==> src/rtl/wb_arbiter.sv <==
// Two-requester writeback arbiter feeding a registered register-file write port.
// Round-robin on contention, with forwarding of the staged write and a commit counter.
module wb_arbiter #(
    parameter int unsigned PRIO_RESET = 0
) (
    input  logic        clk,
    input  logic        rst,
    input  logic        req0_valid,
    input  logic [4:0]  req0_rd,
    input  logic [31:0] req0_data,
    output logic        req0_ready,
    input  logic        req1_valid,
    input  logic [4:0]  req1_rd,
    input  logic [31:0] req1_data,
    output logic        req1_ready,
    output logic        RegWrite,
    output logic [4:0]  RW,
    output logic [31:0] WD,
    input  logic [4:0]  R1,
    input  logic [4:0]  R2,
    output logic        fwd_hit1,
    output logic        fwd_hit2,
    output logic [31:0] fwd_data,
    output logic [15:0] wr_count
);

    localparam logic PTR_INIT = (PRIO_RESET != 0);

    logic        ptr_q, ptr_d;
    logic        regwrite_q, regwrite_d;
    logic [4:0]  rw_q, rw_d;
    logic [31:0] wd_q, wd_d;
    logic [15:0] cnt_q, cnt_d;

    logic        gnt0, gnt1, hs;
    logic [4:0]  sel_rd;
    logic [31:0] sel_data;

    // ptr names the winner only when both requesters are valid
    assign gnt0 = rst & req0_valid & (~req1_valid | ~ptr_q);
    assign gnt1 = rst & req1_valid & (~req0_valid | ptr_q);
    assign hs   = gnt0 | gnt1;

    assign sel_rd   = gnt1 ? req1_rd : req0_rd;
    assign sel_data = gnt1 ? req1_data : req0_data;

    always_comb begin
        ptr_d      = ptr_q;
        regwrite_d = 1'b0;
        rw_d       = rw_q;
        wd_d       = wd_q;
        cnt_d      = cnt_q;
        if (hs) begin
            ptr_d      = gnt0;
            regwrite_d = (sel_rd != 5'd0);
            rw_d       = sel_rd;
            wd_d       = sel_data;
            if (sel_rd != 5'd0 && cnt_q != 16'hFFFF) begin
                cnt_d = cnt_q + 16'd1;
            end
        end
    end

    always_ff @(posedge clk) begin
        if (!rst) begin
            ptr_q      <= PTR_INIT;
            regwrite_q <= 1'b0;
            rw_q       <= 5'd0;
            wd_q       <= 32'd0;
            cnt_q      <= 16'd0;
        end else begin
            ptr_q      <= ptr_d;
            regwrite_q <= regwrite_d;
            rw_q       <= rw_d;
            wd_q       <= wd_d;
            cnt_q      <= cnt_d;
        end
    end

    assign req0_ready = gnt0;
    assign req1_ready = gnt1;
    assign RegWrite   = regwrite_q;
    assign RW         = rw_q;
    assign WD         = wd_q;
    assign fwd_hit1   = regwrite_q & (rw_q == R1) & (R1 != 5'd0);
    assign fwd_hit2   = regwrite_q & (rw_q == R2) & (R2 != 5'd0);
    assign fwd_data   = wd_q;
    assign wr_count   = cnt_q;

endmodule

==> config.mk <==
export PLATFORM = sky130hd
export DESIGN_NAME = wb_arbiter
export DESIGN_NICKNAME = d
export VERILOG_FILES = /design/src/rtl/wb_arbiter.sv
export SDC_FILE = /design/constraint.sdc
export NUM_CORES = 1
export LEC_CHECK = 0
export CELL_PAD_IN_SITES_DETAIL_PLACEMENT = 0
export CELL_PAD_IN_SITES_GLOBAL_PLACEMENT = 1
export CORE_MARGIN = 1
export CORE_UTILIZATION = 29
export DETAILED_ROUTE_END_ITERATION = 16
export PLACE_DENSITY = 0.84
export SYNTH_ARGS = -nofsm -noshare
export SYNTH_HDL_FRONTEND = slang
export SYNTH_SLANG_ARGS = --single-unit
export TNS_END_PERCENT = 5
==> constraint.sdc <==
create_clock -name clk -period 5.4 [get_ports clk]
set_input_delay 1.08 -clock clk [delete_from_list [all_inputs] [get_ports clk]]
set_output_delay 1.08 -clock clk [all_outputs]
set_load 0.01 [all_outputs]
# Word-level counts from Yosys, hierarchy flattened
# Cells that the tools add are included.
# totals
reg_bits,55
latch_bits,0
mem_bits_rw,0
mem_bits_ro,0
in_bits,88
out_inout_bits,90
word_cells,31
mem_count,0
# op_classes
addsub,1
n_mul,0
div,0
n_lt_le_gt_ge,0
eq_ne,3
n_shift,0
muxes,2
bitwise,14
reduce_logical,6
# ops
op,n
$mux 32,1
$add 16x1->16 const B,1
$ne 16x16->1 const B,1
$reduce_bool 5->1,3
$eq 5x5->1,2
$and 1x1->1,8
$mux 5,1
$reduce_and 2->1,2
$not 1->1,3
$or 1x1->1,3
$logic_and 1x1->1,1

# Depth between registers and ports, before layout
# Gate-level depths: netlist of the first run.
# depth
ltp_word,7
mapped_depth,8
ltp_nobuf,6

# Worst setup path after synthesis of the first run
# OpenSTA, ideal clock, no wires.
# synth_path
kind,input port to output port
from,in rst
to,out req0_ready
t_arrival_ns,2.101
t_required_ns,4.320
slack_ns,2.219
cell_stages,7
n_path_buf,4
cell_sequence,buf_2 > nand2_1 > nor2b_1 > clkbuf_1 > buf_4 > buf_4 > nor2_1
# synth_via
elab_chain_cells,2
# synth_rtl
element,line,text
from (decl),7,"input logic rst,"
$and 1x1->1 (2 in a row),40,assign gnt0 = rst & req0_valid & (~req1_valid | ~ptr_q);
to (decl),11,"output logic req0_ready,"
# No other way between the ends.

# Final worst setup path of the first run
# layout_path
from,in rst
to,out req1_ready
# layout_via
elab_chain_cells,2
# layout_rtl
element,line,text
$and 1x1->1 (2 in a row),41,assign gnt1 = rst & req1_valid & (~req0_valid | ptr_q);
to (decl),15,"output logic req1_ready,"
# No other way between the ends.

==> qor.yml, run 1 <==
worst-slew-pin-transition_ps: 797
ys_seq_elements: 55
slew_viol_final: 0
fp.dieW_um: 104
synth.distinct_cells: 50
worstPathCellList: "clkdlybuf4s50_1 -> nand2_1 -> nor2b_4 -> buf_4 -> clkdlybuf4s50_1"
register_area_um2: 1100
crit_path_end_kind: "output port"
antenna_found_initial: 0
grt_pass1_wl_um: 13400
area_delta_synth_final_pct: 58.4
crit_fanout: 19
cts_sinks: 55
overflow: 0
worst_ep_required_time_ps: 4320
finalNetCount: 549
tritoncts: "done"
ys_seq_area_frac: 0.368
wl_per_cell_um: 14.2
dp_cells: 586
drive_gt1_frac: 0.0607
die_y_um: 104
crit_path_start_kind: "input port"
max_stage_delay_ps: 740
dp.final_hpwl_um: 6530
cts_root_buffer: "clkbuf_8"
cts.repair.resized: 0
hp-class: "register to register"
synth_top_area_cell: "dfxtp_1"
drcViolationCount: 0
syn_nets: 414
power_frac_clock: 0.284
drv_cap: 0
synth-edff-count: 0
cts.path.max_buffers: 2
synth_flop_cell: "dfxtp_1"
grt_pass1_vias: 2731
clk_latency_ps: 300
avgViaCountPerCell: 4.79
syn_area_um2: 2990
arrival_ps: 3130
cts_buffers: 5
finalSetupViolCount: 0
pin_count: 178
relSlewSlack: 0.464
place_congestion: 0.817
fillers: 934
postCtsHoldBufs: 0
core_um2: 9910
cp_slowest_cell: "clkdlybuf4s50_1"
power_density_nw_per_um2: 211
ant_nets: 0
yosysMostFrequentCell: "dfxtp_1"
place_ws_ps: 1200
critPathKind: "input port to output port"
stdcell_area_um2: 4740
critPathTopFamily: "buffers and inverters"
multi_input_area_um2: 1530
fin_cells: 594
p_leak_nw: 1.62
fin_crit_sh: 0.780
cts.htree.levels: 2
grt_max_degree: 75
reg2reg_slack_ps: 3200
min_period_ps: 4210
routed_wl_um: 8430
setup_slack_ps: 1190
synth.area.top_cells: "dfxtp_1, mux2i_1, a211oi_1"
drt_iter0_markers: 145
rows: 36
setup-tns-final_ps: 0
ir_drop_mv: 0.116
async_flop_share: 0
p_comb_frac: 0.264
p_sw_mw: 0.259
p_sw_frac: 0.258
status: "complete, no violations"
synth_top_area_share: 0.368
intPower_mw: 0.742
portBuffers: 177
synth_commonest_cells: "dfxtp_1, mux2i_1, nor2_1"
fmax_mhz: 237
initial_core_util: 0.302
path_buf_inv: 3
detailed_place.area_um2: 4620
power_frac_seq: 0.453
fin_worst_skew_ps: 13.3
timing.hold.ws_ps: 487
crit_top_cell: "clkdlybuf4s50_1"
insertedDiodeCount: 0
grt_usage: 0.153
post-cts-setup-buffers: 0
vias: 2847
syn_area_per_cell_um2: 9.21
rsz0062_at_grt: "no"
hold_viol: 0
die_area_um2: 10700
synthCells: 325
clkTransAtPathRegs_ps: 100
synth_warnings: 0
first_pass_iters: 4
## layout by cell type, fill, tap and decap left out, types with 4 or more instances in the layout
master and count:
a211oi_1 38, a21oi_1 12, buf_4 4, clkbuf_8 6, clkdlybuf4s50_1 177, dfxtp_1 55
inv_1 4, mux2i_1 41, nand2_1 10, nand3_1 8, nand4_1 6, nor2_1 41
nor4_1 4, xor2_1 6
## per-stage QoR
stage                      util  power [mW]
after floorplan               -       0.587
after global placement    0.466       0.725
after detailed placement  0.466       0.729
after CTS                 0.478        1.02
after global routing      0.478        1.05
final                     0.478        1.00
## final timing paths
check | startpoint | endpoint | depth (start not counted)
worst max-delay path | rst | req1_ready | 5
worst min-delay path | ptr_q$_SDFFE_PN0P_ | ptr_q$_SDFFE_PN0P_ | 2
worst max register to register | wr_count[1]$_SDFFE_PN0P_ | wr_count[1]$_SDFFE_PN0P_ | 6
worst min register to register | ptr_q$_SDFFE_PN0P_ | ptr_q$_SDFFE_PN0P_ | 2
## state kept, by name (all words and copies together), names as in the netlist
signal	count
ptr_q	1
RW	5
RegWrite	1
WD	32
wr_count	16
## layout make-up
| class | count | share of cell area |
|---|---|---|
| timing repair buffer | 181 | 0.380 |
| multi-input combinational | 211 | 0.322 |
| sequential | 55 | 0.232 |
| tap | 133 | 0.0351 |
| clock buffer | 6 | 0.0174 |
| clock inverter | 2 | 0.00739 |
| inverter | 6 | 0.00528 |
## layer usage
| metal | GRT usage | up-vias | part of all wire |
|---|---|---|---|
| li1 | - | 1429 | - |
| met1 | 0.185 | 1288 | 0.44 |
| met3 | 0.0271 | 2 | 0.057 |
| met5 | 0 | - | 0 |
| met2 | 0.276 | 128 | 0.50 |
| met4 | 0.0393 | 0 | 0.0065 |
## worst min-delay path: stages (launching register included)
cell and delay (ps):
dfxtp_1 330, nand2b_1 60, a21oi_1 60
## power groups by stage
stage | Sequential, mW | Combinational [mW] | Clock [mW]
CTS | 0.454 | 0.267 | 0.295
finish | 0.453 | 0.264 | 0.284
global route | 0.458 | 0.282 | 0.310
global placement | 0.462 | 0.263 | 0
floorplan | 0.469 | 0.118 | 0
detailed placement | 0.463 | 0.266 | 0
## cells by family after synthesis
group,after synthesis,share of synthesized area
AND/OR/NAND/NOR,95,0.179
AO/OA/AOI/OAI,65,0.161
buffers and inverters,59,0.125
flip-flops,55,0.368
multiplexers,41,0.137
XOR/XNOR,9,0.0263
adder cells (fa/ha/maj),1,0.00418
Note: power is estimated with default switching activity, not from simulation.
==> inputs of run 2 (changes only) <==
--- a/config.mk
+++ b/config.mk
@@ -8,9 +8,9 @@
 export CELL_PAD_IN_SITES_DETAIL_PLACEMENT = 0
 export CELL_PAD_IN_SITES_GLOBAL_PLACEMENT = 1
 export CORE_MARGIN = 1
-export CORE_UTILIZATION = 29
+export CORE_UTILIZATION = 24
 export DETAILED_ROUTE_END_ITERATION = 16
-export PLACE_DENSITY = 0.84
+export PLACE_DENSITY = 0.74
 export SYNTH_ARGS = -nofsm -noshare
 export SYNTH_HDL_FRONTEND = slang
 export SYNTH_SLANG_ARGS = --single-unit
==> constraint.sdc (replaced) <==
create_clock -name clk -period 3.86 [get_ports clk]
set_input_delay 0.772 -clock clk [delete_from_list [all_inputs] [get_ports clk]]
set_output_delay 0.772 -clock clk [all_outputs]
set_load 0.01 [all_outputs]
==> run 2 against run 1 <==
Compared with the run above: via count shrank 0.70%; design area grew 2.3%; first-iteration DRC count fell by 52%; clock-buffer cell count unchanged; combinational power is 40% higher; core utilization fell by 7.6 points; power up 54%; clock skew fell by 2.8 ps; sequential cell count unchanged; die area up 20%; critical endpoint unchanged; largest cell class unchanged.
==> qor.yml, run 2 (synthesis gave the netlist of run 1 again) <==
status: "complete, no violations"  # unchanged
layout_common_cells: "clkdlybuf4s50_1, dfxtp_1, nor2_1, mux2i_1, a211oi_1"  # unchanged
setup-tns-final_ps: 0  # unchanged
postCtsHoldBufs: 0  # unchanged
post-cts-setup-buffers: 0  # unchanged
drv_cap: 0  # unchanged
finalNetCount: 550  # was 549
critPathKind: "input port to output port"  # unchanged
p_sw_mw: 0.388  # was 0.259 mW
first_pass_iters: 4  # unchanged
grt_pass1_vias: 2685  # was 2731
hp-class: "register to register"  # unchanged
cts_buffers: 5  # unchanged
grt_usage: 0.131  # was 0.153
rows: 40  # was 36
setup_slack_ps: 579  # was 1190 ps
min_period_ps: 3280
slew_viol_final: 0  # unchanged
register_area_um2: 1100  # unchanged
crit_path_start_kind: "input port"  # unchanged
ant_nets: 0  # unchanged
avgViaCountPerCell: 4.49  # was 4.79
hold_viol: 0  # unchanged
cts.htree.levels: 2  # unchanged
drive_gt1_frac: 0.0628  # was 0.0607
power_frac_clock: 0.349  # was 0.284
p_leak_nw: 1.65  # was 1.62 nW
cts_sinks: 55  # unchanged
fp.dieW_um: 114  # was 104 um
holdCritStartpoint: "ptr_q$_SDFFE_PN0P_"  # unchanged
die_area_um2: 12900  # was 10700 um^2
crit_path_end_kind: "output port"  # unchanged
multi_input_area_um2: 1530  # unchanged
portBuffers: 177  # unchanged
clkTransAtPathRegs_ps: 80  # was 100 ps
fin_worst_skew_ps: 10.5  # was 13.3 ps
place_ws_ps: 572  # was 1200 ps
antenna_found_initial: 0  # unchanged
intPower_mw: 1.15  # was 0.742 mW
arrival_ps: 2510  # was 3130 ps
routed_wl_um: 8690  # was 8430 um
cts.repair.resized: 0  # unchanged
fmax_mhz: 305
insertedDiodeCount: 0  # unchanged
area_delta_synth_final_pct: 62.0  # was 58.4%
p_comb_frac: 0.240  # was 0.264
largest_register_ff_count: 32  # unchanged
p_sw_frac: 0.252  # was 0.258
wl_per_cell_um: 13.8  # was 14.2 um
pin_count: 178  # unchanged
dp.final_hpwl_um: 6660  # was 6530 um
cts.path.max_buffers: 2  # unchanged
core_um2: 12100  # was 9910 um^2
worst_ep_required_time_ps: 3090  # was 4320 ps
grt_max_degree: 75  # unchanged
initial_core_util: 0.248  # was 0.302
timing.hold.ws_ps: 478  # was 487 ps
relSlewSlack: 0.455  # was 0.464
clk_latency_ps: 300  # about the same
ir_drop_mv: 0.161  # was 0.116 mV
crit_start: "rst"  # unchanged
die_y_um: 114  # was 104 um
power_density_nw_per_um2: 318  # was 211 nW/um^2
drcViolationCount: 0  # unchanged
reg2reg_from: "wr_count[0]$_SDFFE_PN0P_"  # was wr_count[1]$_SDFFE_PN0P_
tritoncts: "done"  # unchanged
overflow: 0  # unchanged
grt_pass1_wl_um: 13400  # about the same
fillers: 1204  # was 934
finalSetupViolCount: 0  # unchanged
cts_root_buffer: "clkbuf_16"  # was clkbuf_8
vias: 2827  # was 2847
final_common_cell: "clkdlybuf4s50_1"  # unchanged
finalCoreUtilization: 0.402  # was 0.478
crit_fanout: 10  # was 19
power_frac_seq: 0.412  # was 0.453
place_congestion: 0.766  # was 0.817
drt_iter0_markers: 70  # was 145
fin_crit_sh: 0.850
rsz0062_at_grt: "no"  # unchanged
worst-slew-pin-transition_ps: 809  # was 797 ps
## run 2: cell types whose count changed in the layout (fill, tap and decap cells not counted)
cell | before | now
buf_4 | 4 | 5
clkbuf_16 | 0 | 5
clkbuf_8 | 6 | 1
## run 2: cell type report
type,count,area share
well taps,168,0.0434
flip-flops and latches,55,0.227
inverters,6,0.00516
multi-input cells,211,0.315
repair buffers,182,0.373
clock inverters,2,0.00723
clock buffers,6,0.0287
## run 2: path summary, 6_finish.rpt
| kind | endpoint | slack, ps | cells past startpoint |
|---|---|---|---|
| setup reg to reg | wr_count[4]$_SDFFE_PN0P_ | 1640 | 6 |
| hold / removal | ptr_q$_SDFFE_PN0P_ | 480 | 2 |
| hold reg to reg | ptr_q$_SDFFE_PN0P_ | 480 | 2 |
| setup / recovery | req1_ready | 580 | 4 |
## run 2: through the flow
step	cell area, um^2	cells	power [mW]
5_1_grt	4850	630	1.61
3_5_place_dp	4670	622	1.02
2_1_floorplan	2990	325	0.821
3_3_place_gp	4670	622	1.02
6_report	4850	630	1.54
4_1_cts	4850	630	1.56
## run 2: power groups by stage
stage               registers (mW)  clock network (mW)  logic, mW
floorplan                    0.656                   0      0.165
global placement             0.647                   0      0.370
detailed placement           0.648                   0      0.373
CTS                          0.635               0.553      0.374
global route                 0.640               0.570      0.399
finish                       0.634               0.537      0.369
## run 2: layer usage
metal	vias up	wire length, um	track usage
li1	1420	-	-
met1	1282	3800	0.164
met4	0	148	0.0482
met2	117	4130	0.220
met3	8	617	0.0282
met5	-	0	0
## run 2: critical path, cell delays in order
cell and delay [ps]:
clkdlybuf4s50_1 740, nand2_1 220, nor2b_4 210, clkdlybuf4s50_1 560
==> inputs of run 3 (changes only) <==
--- a/config.mk
+++ b/config.mk
@@ -11,6 +11,7 @@
 export CORE_UTILIZATION = 24
 export DETAILED_ROUTE_END_ITERATION = 16
 export PLACE_DENSITY = 0.74
+export SETUP_SLACK_MARGIN = 0.3
 export SYNTH_ARGS = -nofsm -noshare
 export SYNTH_HDL_FRONTEND = slang
 export SYNTH_SLANG_ARGS = --single-unit
==> results of run 3 <==
Same layout as run 2: the final DEF is identical, and so are final timing and power.
